`config.mk`:
```
export PLATFORM = sky130hd
export DESIGN_NAME = outcollect
export DESIGN_NICKNAME = d
export VERILOG_FILES = /design/src/rtl/outcollect.sv
export SDC_FILE = /design/constraint.sdc
export NUM_CORES = 1
export LEC_CHECK = 0
export BUFFER_PORTS_ARGS = -buffer_cell sky130_fd_sc_hd__buf_2
export CORE_AREA = 2 2 110 112
export CTS_BUF_LIST = sky130_fd_sc_hd__clkbuf_16
export CTS_CLUSTER_DIAMETER = 40
export DETAILED_ROUTE_END_ITERATION = 10
export DIE_AREA = 0 0 112 114
export PLACE_DENSITY = 0.85
export SYNTH_ARGS = -nofsm -noshare
export SYNTH_HDL_FRONTEND = slang
export SYNTH_SLANG_ARGS = --single-unit
```
`constraint.sdc`:
```
create_clock -name clk -period 7.51 [get_ports clk]
set_clock_uncertainty 0.1 [all_clocks]
set_input_delay 2.253 -clock clk [delete_from_list [all_inputs] [get_ports clk]]
set_output_delay 2.253 -clock clk [all_outputs]
set_load 0.03 [all_outputs]
```
`src/rtl/outcollect.sv`:
```
// outcollect: retires per-channel FPU results in strict issue order via an issue-tag FIFO.
// Latency: ch_done at t -> buffer valid t+1 -> out_valid t+2; out_* hold while out_valid && !out_ready.
// Optional OUTCOLLECT_OVF_STICKY_EN adds ovf_sticky/ovf_clr.
module outcollect #(
    parameter int WIDTH     = 32,
    parameter int NCH       = 3,
    parameter int TAG_DEPTH = 4,
    localparam int TW       = (NCH > 1) ? $clog2(NCH) : 1
) (
    input  logic                 clk,
    input  logic                 rst,
    input  logic                 issue_valid,
    input  logic [TW-1:0]        issue_tag,
    output logic                 issue_ready,
    input  logic [NCH*WIDTH-1:0] ch_result,
    input  logic [NCH-1:0]       ch_done,
    input  logic [NCH-1:0]       ch_overflow,
    output logic [WIDTH-1:0]     out_result,
    output logic                 out_overflow,
    output logic                 out_valid,
    input  logic                 out_ready,
`ifdef OUTCOLLECT_OVF_STICKY_EN
    output logic                 ovf_sticky,
    input  logic                 ovf_clr,
`endif
    output logic                 err
);

    localparam int AW = $clog2(TAG_DEPTH);

    logic [TW-1:0]    tag_mem [TAG_DEPTH];
    logic [AW:0]      wr_ptr;
    logic [AW:0]      rd_ptr;
    logic             full;
    logic             empty;
    logic [TW-1:0]    head_tag;
    logic             tag_ok;
    logic             push_ok;
    logic             push_err;

    logic [WIDTH-1:0] buf_dat [NCH];
    logic [NCH-1:0]   buf_ovf;
    logic [NCH-1:0]   buf_vld;

    logic             sel_vld;
    logic             sel_ovf;
    logic [WIDTH-1:0] sel_dat;
    logic [NCH-1:0]   clr_vec;
    logic             retire;
    logic             dbl_err;

    // Extra pointer bit separates full (MSBs differ) from empty (pointers equal).
    assign full        = (wr_ptr[AW] != rd_ptr[AW]) && (wr_ptr[AW-1:0] == rd_ptr[AW-1:0]);
    assign empty       = (wr_ptr == rd_ptr);
    assign issue_ready = !full;
    assign head_tag    = tag_mem[rd_ptr[AW-1:0]];
    assign tag_ok      = int'(issue_tag) < NCH;
    assign push_ok     = issue_valid && !full && tag_ok;
    assign push_err    = issue_valid && (full || !tag_ok);

    always_comb begin
        sel_vld = 1'b0;
        sel_ovf = 1'b0;
        sel_dat = '0;
        for (int k = 0; k < NCH; k++) begin
            if (head_tag == TW'(k)) begin
                sel_vld = buf_vld[k];
                sel_ovf = buf_ovf[k];
                sel_dat = buf_dat[k];
            end
        end
    end

    assign retire = !empty && sel_vld && (!out_valid || out_ready);

    always_comb begin
        clr_vec = '0;
        for (int k = 0; k < NCH; k++) begin
            clr_vec[k] = retire && (head_tag == TW'(k));
        end
    end

    // A done on a full buffer is only legal if that buffer is draining this cycle.
    assign dbl_err = |(ch_done & buf_vld & ~clr_vec);

    always_ff @(posedge clk) begin
        if (rst) begin
            wr_ptr       <= '0;
            rd_ptr       <= '0;
            buf_vld      <= '0;
            out_result   <= '0;
            out_overflow <= 1'b0;
            out_valid    <= 1'b0;
            err          <= 1'b0;
        end else begin
            if (push_ok) begin
                tag_mem[wr_ptr[AW-1:0]] <= issue_tag;
                wr_ptr                  <= wr_ptr + 1'b1;
            end
            if (retire) begin
                rd_ptr <= rd_ptr + 1'b1;
            end

            for (int k = 0; k < NCH; k++) begin
                if (ch_done[k] && (!buf_vld[k] || clr_vec[k])) begin
                    buf_dat[k] <= ch_result[k*WIDTH +: WIDTH];
                    buf_ovf[k] <= ch_overflow[k];
                    buf_vld[k] <= 1'b1;
                end else if (clr_vec[k]) begin
                    buf_vld[k] <= 1'b0;
                end
            end

            if (retire) begin
                out_result   <= sel_dat;
                out_overflow <= sel_ovf;
                out_valid    <= 1'b1;
            end else if (out_ready) begin
                out_valid    <= 1'b0;
            end

            if (push_err || dbl_err) begin
                err <= 1'b1;
            end
        end
    end

`ifdef OUTCOLLECT_OVF_STICKY_EN
    // Set has priority over clear so a same-cycle overflow is never lost.
    always_ff @(posedge clk) begin
        if (rst) begin
            ovf_sticky <= 1'b0;
        end else if (retire && sel_ovf) begin
            ovf_sticky <= 1'b1;
        end else if (ovf_clr) begin
            ovf_sticky <= 1'b0;
        end
    end
`endif

endmodule

```
==> metrics.txt, run 1 <==
htree depth 4; top cells by area, synth edfxtp_1 54%, dfxtp_1 15%, mux2i_1 5.8%; total grt overflow 0; CP Cell Sequence buf_2, o32a_2, a21boi_1, nor3b_2, buf_4; largest net degree at the start of global routing 53; Die W 112 um; slew at the pin closest to its max-slew limit 1340 ps; pwr dens 298 nW/um^2; number of global-route vias before repair 3993; Crit path largest cell delay 1100 ps; antenna-violating nets left 0; period utilisation layout 64.6%; Core Box Area 11700 um^2; multi-input logic area 1680 um^2; Inserted Clock Buffers 17; initial antenna violation count 0; die span in y 114 um; Area Overhead vs Synth 24.4%; element type at the critical path end register; Internal Power 1.70 mW; Post-Syn Instances 419; worst hold start out_overflow$_SDFFE_PP0N_; drt pass-1 iters 4; Pleak 2.93 nW; vias per cell 5.34; Initial Utilization 51.1%; layout cell share with drive strength beyond 1 37.6%; Setup Viol. Count Final 0; sequential fraction of design power 44.0%; fill count 863; row count 40; I/O pins 144; storage element area 4130 um^2; Total GRT Usage 20.7%; combinational share of power 12.4%; CTS max path bufs 2; syn_area_per_cell 14.3 um^2; Synth cell types 37; Post-Syn Nets 532; Die Area 12800 um^2; post-route setup TNS 0 ps; Fin. Hold Viols 0; crit path DAT 4850 ps; CP delay by family, top simple AND/OR/NAND/NOR gates; outcome finished, final reports clean; CTS clk-pin slew, worst paths 60 ps; Core Util, Final 63.6%; CTS tree done; FMAX 206 MHz; Worst Path Buf+Inv 2; Hold Crit Class register to register; warning count from the yosys run 0; number of flops mapped to enable cells by yosys 107; ys async rst share 0%; first-pass GRT wire length 19900 um; port buffer count 143; DR vias 3824; n_diodes 0; fin. max-slew vios 0; Layout Cells excl Fill 716; Yosys reg bits 153; clock share of power 43.5%; # nets final 669; Placed Instances 684; RSZ-0062 raised after global routing false; post-synthesis sequential area ratio 69.0%; WS Path Type input port to register; CP Launch Type input port; # DRC 0; post-synth top area cell edfxtp_1; CP max stage cell nor3b_2; Min Clock Period, post-route 4850 ps; critical path fanouts, max 40; global placement routability congestion 0.737; Post-CTS Hold Fix Bufs 0; mean routed wirelength per cell 17.8 um; Top FF cell, synth edfxtp_1; cell with the most instances after synthesis edfxtp_1; PnR worst setup slack 2660 ps; clock insertion delay at the later pin of the skew report 410 ps; CTS resizes 0; buffers inserted by post-CTS timing repair 0; setup slack at placement 2230 ps; Peak supply drop 0.190 mV; Req. time, crit path 7510 ps; worst setup path start out_ready; Yosys top cell area share 53.6%; cell area after synthesis 5990 um^2; synth cell count leaders 107 x edfxtp_1, 68 x a21oi_1, 50 x nor2_1; dpl hpwl 8290 um; initial DRC count 298; CTS Sinks 153; Root Buffer clkbuf_16; Post-Route WL 12700 um; maxcap violations 0; Net Sw Frac 23.4%; Worst slew margin 10.5%; switching power 0.519 mW
-- layout by cell type (no fill, tap or decap), types with 3 or more instances in the layout --
| master | instances |
|---|---|
| ha_1 | 5 |
| nor2_1 | 50 |
| buf_4 | 5 |
| a21oi_1 | 68 |
| clkbuf_16 | 17 |
| xor2_1 | 3 |
| a211oi_1 | 6 |
| dfxtp_1 | 46 |
| buf_2 | 143 |
| o21ai_1 | 3 |
| inv_1 | 7 |
| nor3b_2 | 3 |
| mux2i_1 | 35 |
| a211oi_2 | 27 |
| nand2_1 | 3 |
| xnor2_1 | 3 |
| and2_1 | 3 |
| edfxtp_1 | 107 |
| bufinv_16 | 7 |
-- path summary, 6_finish.rpt --
kind,to,slack [ps],cells past startpoint
worst max-delay path,buf_dat[0][13]$_DFFE_PP_,2660,5
worst max register to register,buf_dat[0][94]$_DFFE_PP_,3370,5
worst min-delay path,out_overflow$_SDFFE_PP0N_,420,2
worst min register to register,out_overflow$_SDFFE_PP0N_,420,2
-- state kept, by name (all words and copies together), names as in the netlist, named ones only --
signal	cells
buf_dat	96
out_result	32
tag_mem	8
wr_ptr	3
out_valid	1
buf_ovf	3
err	1
out_overflow	1
rd_ptr	3
buf_vld	3
-- logic make-up (layout without fill, tap and decap cells) --
family          count (synthesis)  after routing  share of synthesized area [%]
compound gates                113            113                           13.6
simple gates                   68             68                           5.12
xor+xnor                        6              6                          0.878
flops                         153            153                           69.0
mux                            38             38                           6.85
fa+ha+maj                       5              5                           1.04
buf+inv                        36            186                           3.45
-- layer usage --
layer	GRT usage (%)	vias up	wire length (um)
li1	-	1839	-
met1	25.0	1829	4960
met2	35.5	143	6650
met3	6.06	13	954
met4	7.64	0	162
met5	0	-	0
-- power groups by stage --
stage	sequential, mW	clock [mW]	combinational (mW)
final	0.977	0.966	0.276
after global routing	0.981	1.02	0.302
after CTS	0.977	0.982	0.278
after detailed placement	0.994	0	0.275
after global placement	0.992	0	0.267
after floorplan	1.03	0	0.160
-- stage by stage --
stage                     area, um^2  hold slack (ps)  power [mW]
after global routing            7450              443        2.30
after detailed placement        6770              416        1.27
after CTS                       7450              425        2.24
final                           7450              422        2.22
after global placement          6770              400        1.26
after floorplan                 5990              384        1.19
-- tightest hold or removal path, cell delays in order, from the launching register on --
cell and delay [ps]:
dfxtp_1 300, a21oi_1 110, a211oi_1 60
-- final cells by class --
class | count | area share, %
flip-flops and latches | 153 | 55.5
multi-input cells | 230 | 22.5
repair buffers | 148 | 10.1
clock buffers | 17 | 5.71
clock inverters | 15 | 3.43
well taps | 147 | 2.47
inverters | 6 | 0.302
Note: power is estimated with default switching activity, not from simulation.
==> run 2, diff against run 1 <==
--- a/config.mk
+++ b/config.mk
@@ -6,12 +6,12 @@
 export NUM_CORES = 1
 export LEC_CHECK = 0
 export BUFFER_PORTS_ARGS = -buffer_cell sky130_fd_sc_hd__buf_2
-export CORE_AREA = 2 2 110 112
+export CORE_AREA = 2 2 115 117
 export CTS_BUF_LIST = sky130_fd_sc_hd__clkbuf_16
 export CTS_CLUSTER_DIAMETER = 40
 export DETAILED_ROUTE_END_ITERATION = 10
-export DIE_AREA = 0 0 112 114
-export PLACE_DENSITY = 0.85
+export DIE_AREA = 0 0 117 119
+export PLACE_DENSITY = 0.82
 export SYNTH_ARGS = -nofsm -noshare
 export SYNTH_HDL_FRONTEND = slang
 export SYNTH_SLANG_ARGS = --single-unit
==> constraint.sdc (replaced) <==
create_clock -name clk -period 4.05 [get_ports clk]
set_clock_uncertainty 0.1 [all_clocks]
set_input_delay 1.215 -clock clk [delete_from_list [all_inputs] [get_ports clk]]
set_output_delay 1.215 -clock clk [all_outputs]
set_load 0.03 [all_outputs]
==> run 2 against run 1 <==
  * Sequential share of layout area increased by 0.31 points
  * Count of clock-buffer cells in the layout did not move
  * Critical path depth unchanged
  * Largest cell class unchanged
  * Largest power group unchanged
  * First-iteration DRC count down 15%
  * Core utilization shrank 6.1 points
  * Critical endpoint is now out_result[14]$_SDFFE_PP0N_
  * Clock power is 51% higher
  * Via count is 0.65% higher
  * Total power is 71% higher
  * Global-route usage fell by 1.5 points
==> metrics.txt, run 2 (synthesis gave the netlist of run 1 again) <==
Fin. Hold Viols 0 (unchanged); layout cell share with drive strength beyond 1 37.3% (-0.33 points); vias per cell 5.13 (-3.9%); dpl hpwl 8940 um (+7.8%); drt pass-1 iters 5 (+1); first-pass GRT wire length 19600 um (-1.4%); die span in y 119 um (+4.4%); antenna-violating nets left 0 (unchanged); R2R Setup Slk 840 ps (-2530 ps); mean routed wirelength per cell 17.1 um (-3.6%); storage element area 4130 um^2 (unchanged); CP delay by family, top multiplexers; Pleak 2.91 nW (-0.53%); number of global-route vias before repair 3839 (-3.9%); # DRC 0 (unchanged); R2R depth 5 (unchanged); CP Launch Type register; CTS tree done; htree depth 4 (unchanged); Levels on crit path 5 (unchanged); Core Box Area 12900 um^2 (+9.9%); Area Overhead vs Synth 23.7%; total grt overflow 0 (unchanged); max reg flops 96 (unchanged); Die Area 13900 um^2 (+9.0%); Core Util, Final 57.6% (-6.1 points); Placement Cell Area 6860 um^2 (+1.4%); global placement routability congestion 0.769 (+4.4%); Req. time, crit path 4210 ps (-3300 ps); multi-input logic area 1700 um^2 (+1.1%); crit path capture out_result[14]$_SDFFE_PP0N_; Peak supply drop 0.363 mV (+91%); n_diodes 0 (unchanged); critical path fanouts, max 38 (-5.0%); buffers inserted by post-CTS timing repair 0 (unchanged); row count 42 (+5.0%); Hold Crit Class register to register; Inserted Clock Buffers 17 (unchanged); outcome finished, final reports clean; slew at the pin closest to its max-slew limit 903 ps (-434 ps); element type at the critical path end register; Initial Utilization 46.5% (-4.6 points); Min Clock Period, post-route 3210 ps; hold_ws 439 ps (+17.5 ps); period utilisation layout 79.3%; Die W 117 um (+4.5%); CP Cell Sequence mux4_2, mux2i_1, o2bb2ai_4, and2_4, a211oi_1; DR vias 3849 (+0.65%); CTS max path bufs 2 (unchanged); fill count 1045 (+21%); CP max stage cell mux4_2; register with the most flip-flops buf_dat; Final Cell Area 7410 um^2 (-0.55%); pwr dens 512 nW/um^2 (+72%); Post-CTS Hold Fix Bufs 0 (unchanged); worst hold start rd_ptr[1]$_SDFFE_PP0N_; maxcap violations 0 (unchanged); Reg2Reg Capture Point out_result[14]$_SDFFE_PP0N_; commonest non-fill, non-tap cell in the layout buf_2; Worst slew margin 39.8% (+29 points); initial DRC count 254 (-15%); CTS clk-pin slew, worst paths 60 ps (about the same); Post-Route WL 12900 um (+0.99%); Crit path largest cell delay 810 ps (-290 ps); fin. max-slew vios 0 (unchanged); CTS Sinks 153 (unchanged); Total GRT Usage 19.2% (-1.5 points); FMAX 312 MHz; post-route setup TNS 0 ps (unchanged); CTS resizes 0 (unchanged); clock insertion delay at the later pin of the skew report 420 ps (about the same); commonest cells after routing, fill and taps aside 143 x buf_2, 107 x edfxtp_1, 68 x a21oi_1; initial antenna violation count 0 (unchanged); Worst Path Buf+Inv 0 (-2); largest net degree at the start of global routing 39 (-26%); RSZ-0062 raised after global routing false; port buffer count 143 (unchanged); Root Buffer clkbuf_16; WS Path Type register to register; crit path DAT 3370 ps (-1480 ps); I/O pins 144 (unchanged); # nets final 674 (+0.75%); Setup Viol. Count Final 0 (unchanged)
run 2: changes by cell type in the layout (fill, tap and decap cells not counted), moves of 2 or more:
cell       before  now
buf_4           5   10
bufinv_16       7    2
inv_1           7   10
nor3b_2         3    0
nor3b_4         0    3
clkinv_1        2    4
run 2: worst min path at each step:
stage | endpoint | slack [ps] | cells after the start
3_3_place_gp | rd_ptr[1]$_SDFFE_PP0N_ | 410 | 2
5_1_grt | register | 450 | 2
6_report | register | 440 | 2
2_1_floorplan | register | 380 | 2
4_1_cts | register | 430 | 2
3_5_place_dp | register | 420 | 2
run 2: cell type report:
| type | instances | share of cell area (%) |
|---|---|---|
| Clock buffer | 17 | 5.74 |
| Clock inverter | 15 | 1.64 |
| Inverter | 6 | 0.304 |
| Multi-Input combinational cell | 230 | 22.9 |
| Sequential cell | 153 | 55.8 |
| Tap cell | 176 | 2.97 |
| Timing Repair Buffer | 153 | 10.7 |
run 2: where the power goes:
part	switching, mW	leakage (nW)	internal (mW)
logic	0.341	1.27	0.181
registers	0.0421	1.36	1.77
clock network	0.577	0.282	0.885
total	0.960	2.91	2.84
run 2: through the flow:
stage,total power [mW],setup WS (ps),instances
floorplan,2.20,333,419
CTS,3.83,820,750
detailed placement,2.37,817,718
global route,3.95,664,750
global placement,2.35,928,718
finish,3.80,840,750
run 2: per-layer routing:
metal  global-route usage [%]  part of all wire, %  up-vias
li1                         -                    -     1847
met1                     23.3                   40     1825
met2                     31.6                   51      149
met3                     5.90                  6.5       28
met4                     7.94                  2.6        0
met5                        0                    0        -
run 2: worst min-delay path, stage by stage (launching register included):
cell and delay, ps:
dfxtp_1 340, nand2b_1 80, o21ai_1 70
==> run 3, diff against run 2 <==
--- a/config.mk
+++ b/config.mk
@@ -5,12 +5,13 @@
 export SDC_FILE = /design/constraint.sdc
 export NUM_CORES = 1
 export LEC_CHECK = 0
+export ABC_AREA = 1
 export BUFFER_PORTS_ARGS = -buffer_cell sky130_fd_sc_hd__buf_2
-export CORE_AREA = 2 2 115 117
+export CORE_AREA = 2 2 113 115
 export CTS_BUF_LIST = sky130_fd_sc_hd__clkbuf_16
 export CTS_CLUSTER_DIAMETER = 40
 export DETAILED_ROUTE_END_ITERATION = 10
-export DIE_AREA = 0 0 117 119
+export DIE_AREA = 0 0 115 117
 export PLACE_DENSITY = 0.82
 export SYNTH_ARGS = -nofsm -noshare
 export SYNTH_HDL_FRONTEND = slang
==> constraint.sdc (replaced) <==
create_clock -name clk -period 2.95 [get_ports clk]
set_clock_uncertainty 0.1 [all_clocks]
set_input_delay 0.885 -clock clk [delete_from_list [all_inputs] [get_ports clk]]
set_output_delay 0.885 -clock clk [all_outputs]
set_load 0.03 [all_outputs]
==> run 3 against run 2 <==
  * Die area is 3.4% lower
  * Register-to-register slack worse by 210 ps
  * Design area is 2.2% lower
  * Via count rose by 10%
  * Core utilization up 1.3 points
  * Wire length grew 5.1%
  * Critical path depth unchanged
  * Flip-flop and latch count unchanged
  * Total power is 35% higher
  * Synthesized cell count increased by 25%
  * Sequential share of layout area is 1.3 points higher
  * Count of clock-buffer cells in the layout did not move
  * Critical endpoint is now issue_ready
  * Largest cell class unchanged
  * Highest routed layer unchanged
==> metrics.txt, run 3 <==
outcome finished, final reports clean; CP delay by family, top flip-flops; Root Buffer clkbuf_16; Initial Utilization 47.1% (+0.61 points); drt pass-1 iters 7 (+2); # DRC 0 (unchanged); cell with the most instances after synthesis nand2_1; pwr dens 710 nW/um^2 (+38%); Synth cell types 26 (-30%); first-pass GRT wire length 20800 um (+5.9%); Area Overhead vs Synth 24.9%; cell area after synthesis 5800 um^2 (-3.1%); Die Area 13500 um^2 (-3.4%); n_diodes 0 (unchanged); CTS clk-pin slew, worst paths 60 ps (about the same); I/O pins 144 (unchanged); Worst Path Buf+Inv 2 (+2); total grt overflow 0 (unchanged); initial DRC count 278 (+9.4%); Pleak 2.99 nW (+2.6%); fin. max-slew vios 0 (unchanged); R2R depth 11 (+6); Inserted Clock Buffers 17 (unchanged); mean routed wirelength per cell 16.1 um (-5.8%); vias per cell 5.07 (-1.2%); critical path fanouts, max 5 (-87%); CTS tree done; Crit path largest cell delay 400 ps (-410 ps); Reg2Reg Capture Point buf_dat[0][0]$_DFFE_PP_; Adder-Cell Fraction of Synth Area 1.08% (+0.034 points); # nets final 787 (+17%); Worst slew margin 63.4% (+24 points); Min Clock Period, post-route 2460 ps; synth cell count leaders 207 x nand2_1, 107 x edfxtp_1, 46 x dfxtp_1; CTS resizes 0 (unchanged); Req. time, crit path 1970 ps (-2240 ps); Post-Syn Nets 638 (+20%); layout cell share with drive strength beyond 1 27.8% (-9.5 points); antenna-violating nets left 0 (unchanged); Layout Cells excl Fill 837 (+12%); period utilisation layout 83.4%; CTS Sinks 153 (unchanged); Die W 115 um (-1.7%); register with the most flip-flops buf_dat; syn_area_per_cell 11.1 um^2 (-23%); WHS Path Cells 2 (unchanged); Hold Crit Class register to register; post-synthesis mux area share 0% (-6.9 points); die span in y 117 um (-1.7%); max reg flops 96 (unchanged); fill count 1014 (-3.0%); number of flops mapped to enable cells by yosys 107 (unchanged); worst hold start out_overflow$_SDFFE_PP0N_; number of global-route vias before repair 4244 (+11%); RSZ-0062 raised after global routing false; htree depth 4 (unchanged); maxcap violations 0 (unchanged); Yosys top cell area share 55.4% (+1.7 points); CP max stage cell dfxtp_1; slew at the pin closest to its max-slew limit 549 ps (-354 ps); crit path DAT 1480 ps (-1890 ps); post-route setup TNS 0 ps (unchanged); WS Path Type register to output port; Fin. Hold Viols 0 (unchanged); element type at the critical path end output port; compound-cell area share of the yosys netlist 4.40% (-9.2 points); Synth Area in XOR/XNOR 0.302% (-0.58 points); global placement routability congestion 0.790 (+2.6%); warning count from the yosys run 0 (unchanged); CTS max path bufs 2 (unchanged); commonest cells after routing, fill and taps aside 207 x nand2_1, 143 x buf_2, 107 x edfxtp_1; DR vias 4245 (+10%); Placed Instances 805 (+12%); Setup Viol. Count Final 0 (unchanged); Core Box Area 12300 um^2 (-4.4%); most frequent cell on the critical path nand2_1; CP Cell Sequence inv_1, nand2_1, nand2_1, nand4_1, buf_2; Post-Syn Instances 525 (+25%); FMAX 406 MHz; Post-Route WL 13500 um (+5.1%); dpl hpwl 8720 um (-2.4%); R2R Setup Slk 630 ps (-210 ps); largest family of logic cells by synthesized area simple AND/OR/NAND/NOR gates; initial antenna violation count 0 (unchanged); ys async rst share 0% (unchanged); CP Launch Type register; Yosys reg bits 153 (unchanged); Peak supply drop 0.381 mV (+5.0%); commonest non-fill, non-tap cell in the layout nand2_1; post-synth top area cell edfxtp_1; largest net degree at the start of global routing 42 (+7.7%); post-synthesis simple-gate area fraction 19.1% (+14 points); top cells by area, synth edfxtp_1 55%, dfxtp_1 16%, nand2_1 13%; Top FF cell, synth edfxtp_1; Total GRT Usage 20.8% (+1.6 points); buffers inserted by post-CTS timing repair 0 (unchanged); Post-CTS Hold Fix Bufs 0 (unchanged); post-synthesis sequential area ratio 71.2% (+2.2 points); row count 41 (-2.4%); clock insertion delay at the later pin of the skew report 420 ps (about the same); port buffer count 143 (unchanged); WHS Endpoint out_overflow$_SDFFE_PP0N_
[run 3: changes by cell type in the layout (fill, tap and decap cells not counted), sizes merged, moves of 4 or more]
cell,delta
a211oi,-33
a21oi,-25
and2,-4
clkinv,+4
inv,+11
mux2i,-35
nand2,+206
nand3,+46
nor2,-37
[run 3: power breakdown]
group,internal [mW],switching [mW]
Combinational,0.198,0.426
Clock,1.23,0.821
Sequential,2.42,0.0493
[run 3: final cells by class]
type / count / area [um^2] / share of cell area (%)
Clock buffer: 17 / 425 / 5.87
Clock inverter: 15 / 136 / 1.88
Inverter: 23 / 87.6 / 1.21
Multi-Input combinational cell: 328 / 1480 / 20.4
Sequential cell: 153 / 4130 / 57.0
Tap cell: 150 / 188 / 2.59
Timing Repair Buffer: 151 / 801 / 11.0
[run 3: worst min-delay path, cell delays in order (launching register included)]
cell and delay (ps):
dfxtp_1 300, nand2_1 60, a21oi_1 50
[run 3: per-layer routing]
layer  global-route usage, %  vias to the layer above  part of all wire [%]
li1                        -                     2064                     -
met1                    24.6                     2003                    41
met2                    36.0                      157                    51
met3                    5.87                       21                   6.3
met4                    8.59                        0                   1.7
met5                       0                        -                     0
[run 3: per-stage QoR]
stage / power [mW] / setup slack [ps] / hold slack, ps / cell area, um^2 / util (%)
final: 5.14 / 488 / 361 / 7250 / 58.9
after global routing: 5.34 / 369 / 384 / 7250 / 58.9
after detailed placement: 3.14 / 488 / 353 / 6690 / 54.3
after CTS: 5.18 / 470 / 363 / 7250 / 58.9
after global placement: 3.12 / 533 / 354 / 6690 / 54.3
after floorplan: 2.91 / 237 / 359 / 5810 / -
[run 3: logic make-up after synthesis]
family | after synthesis
buffers and inverters | 44
AND/OR/NAND/NOR | 271
AO/OA/AOI/OAI | 50
XOR/XNOR | 2
adder cells (fa/ha/maj) | 5
flip-flops | 153
[run 3: worst max path at each step]
stage	start	to	slack, ps	depth (start not counted)
after floorplan	out_ready	buf_dat[0][0]$_DFFE_PP_	240	6
final	wr_ptr[0]$_SDFFE_PP0P_	issue_ready	490	5
after global placement	out_ready	buf_dat[0][34]$_DFFE_PP_	530	6
after detailed placement	out_ready	buf_dat[0][34]$_DFFE_PP_	490	6
after global routing	wr_ptr[0]$_SDFFE_PP0P_	issue_ready	370	5
after CTS	wr_ptr[0]$_SDFFE_PP0P_	issue_ready	470	5
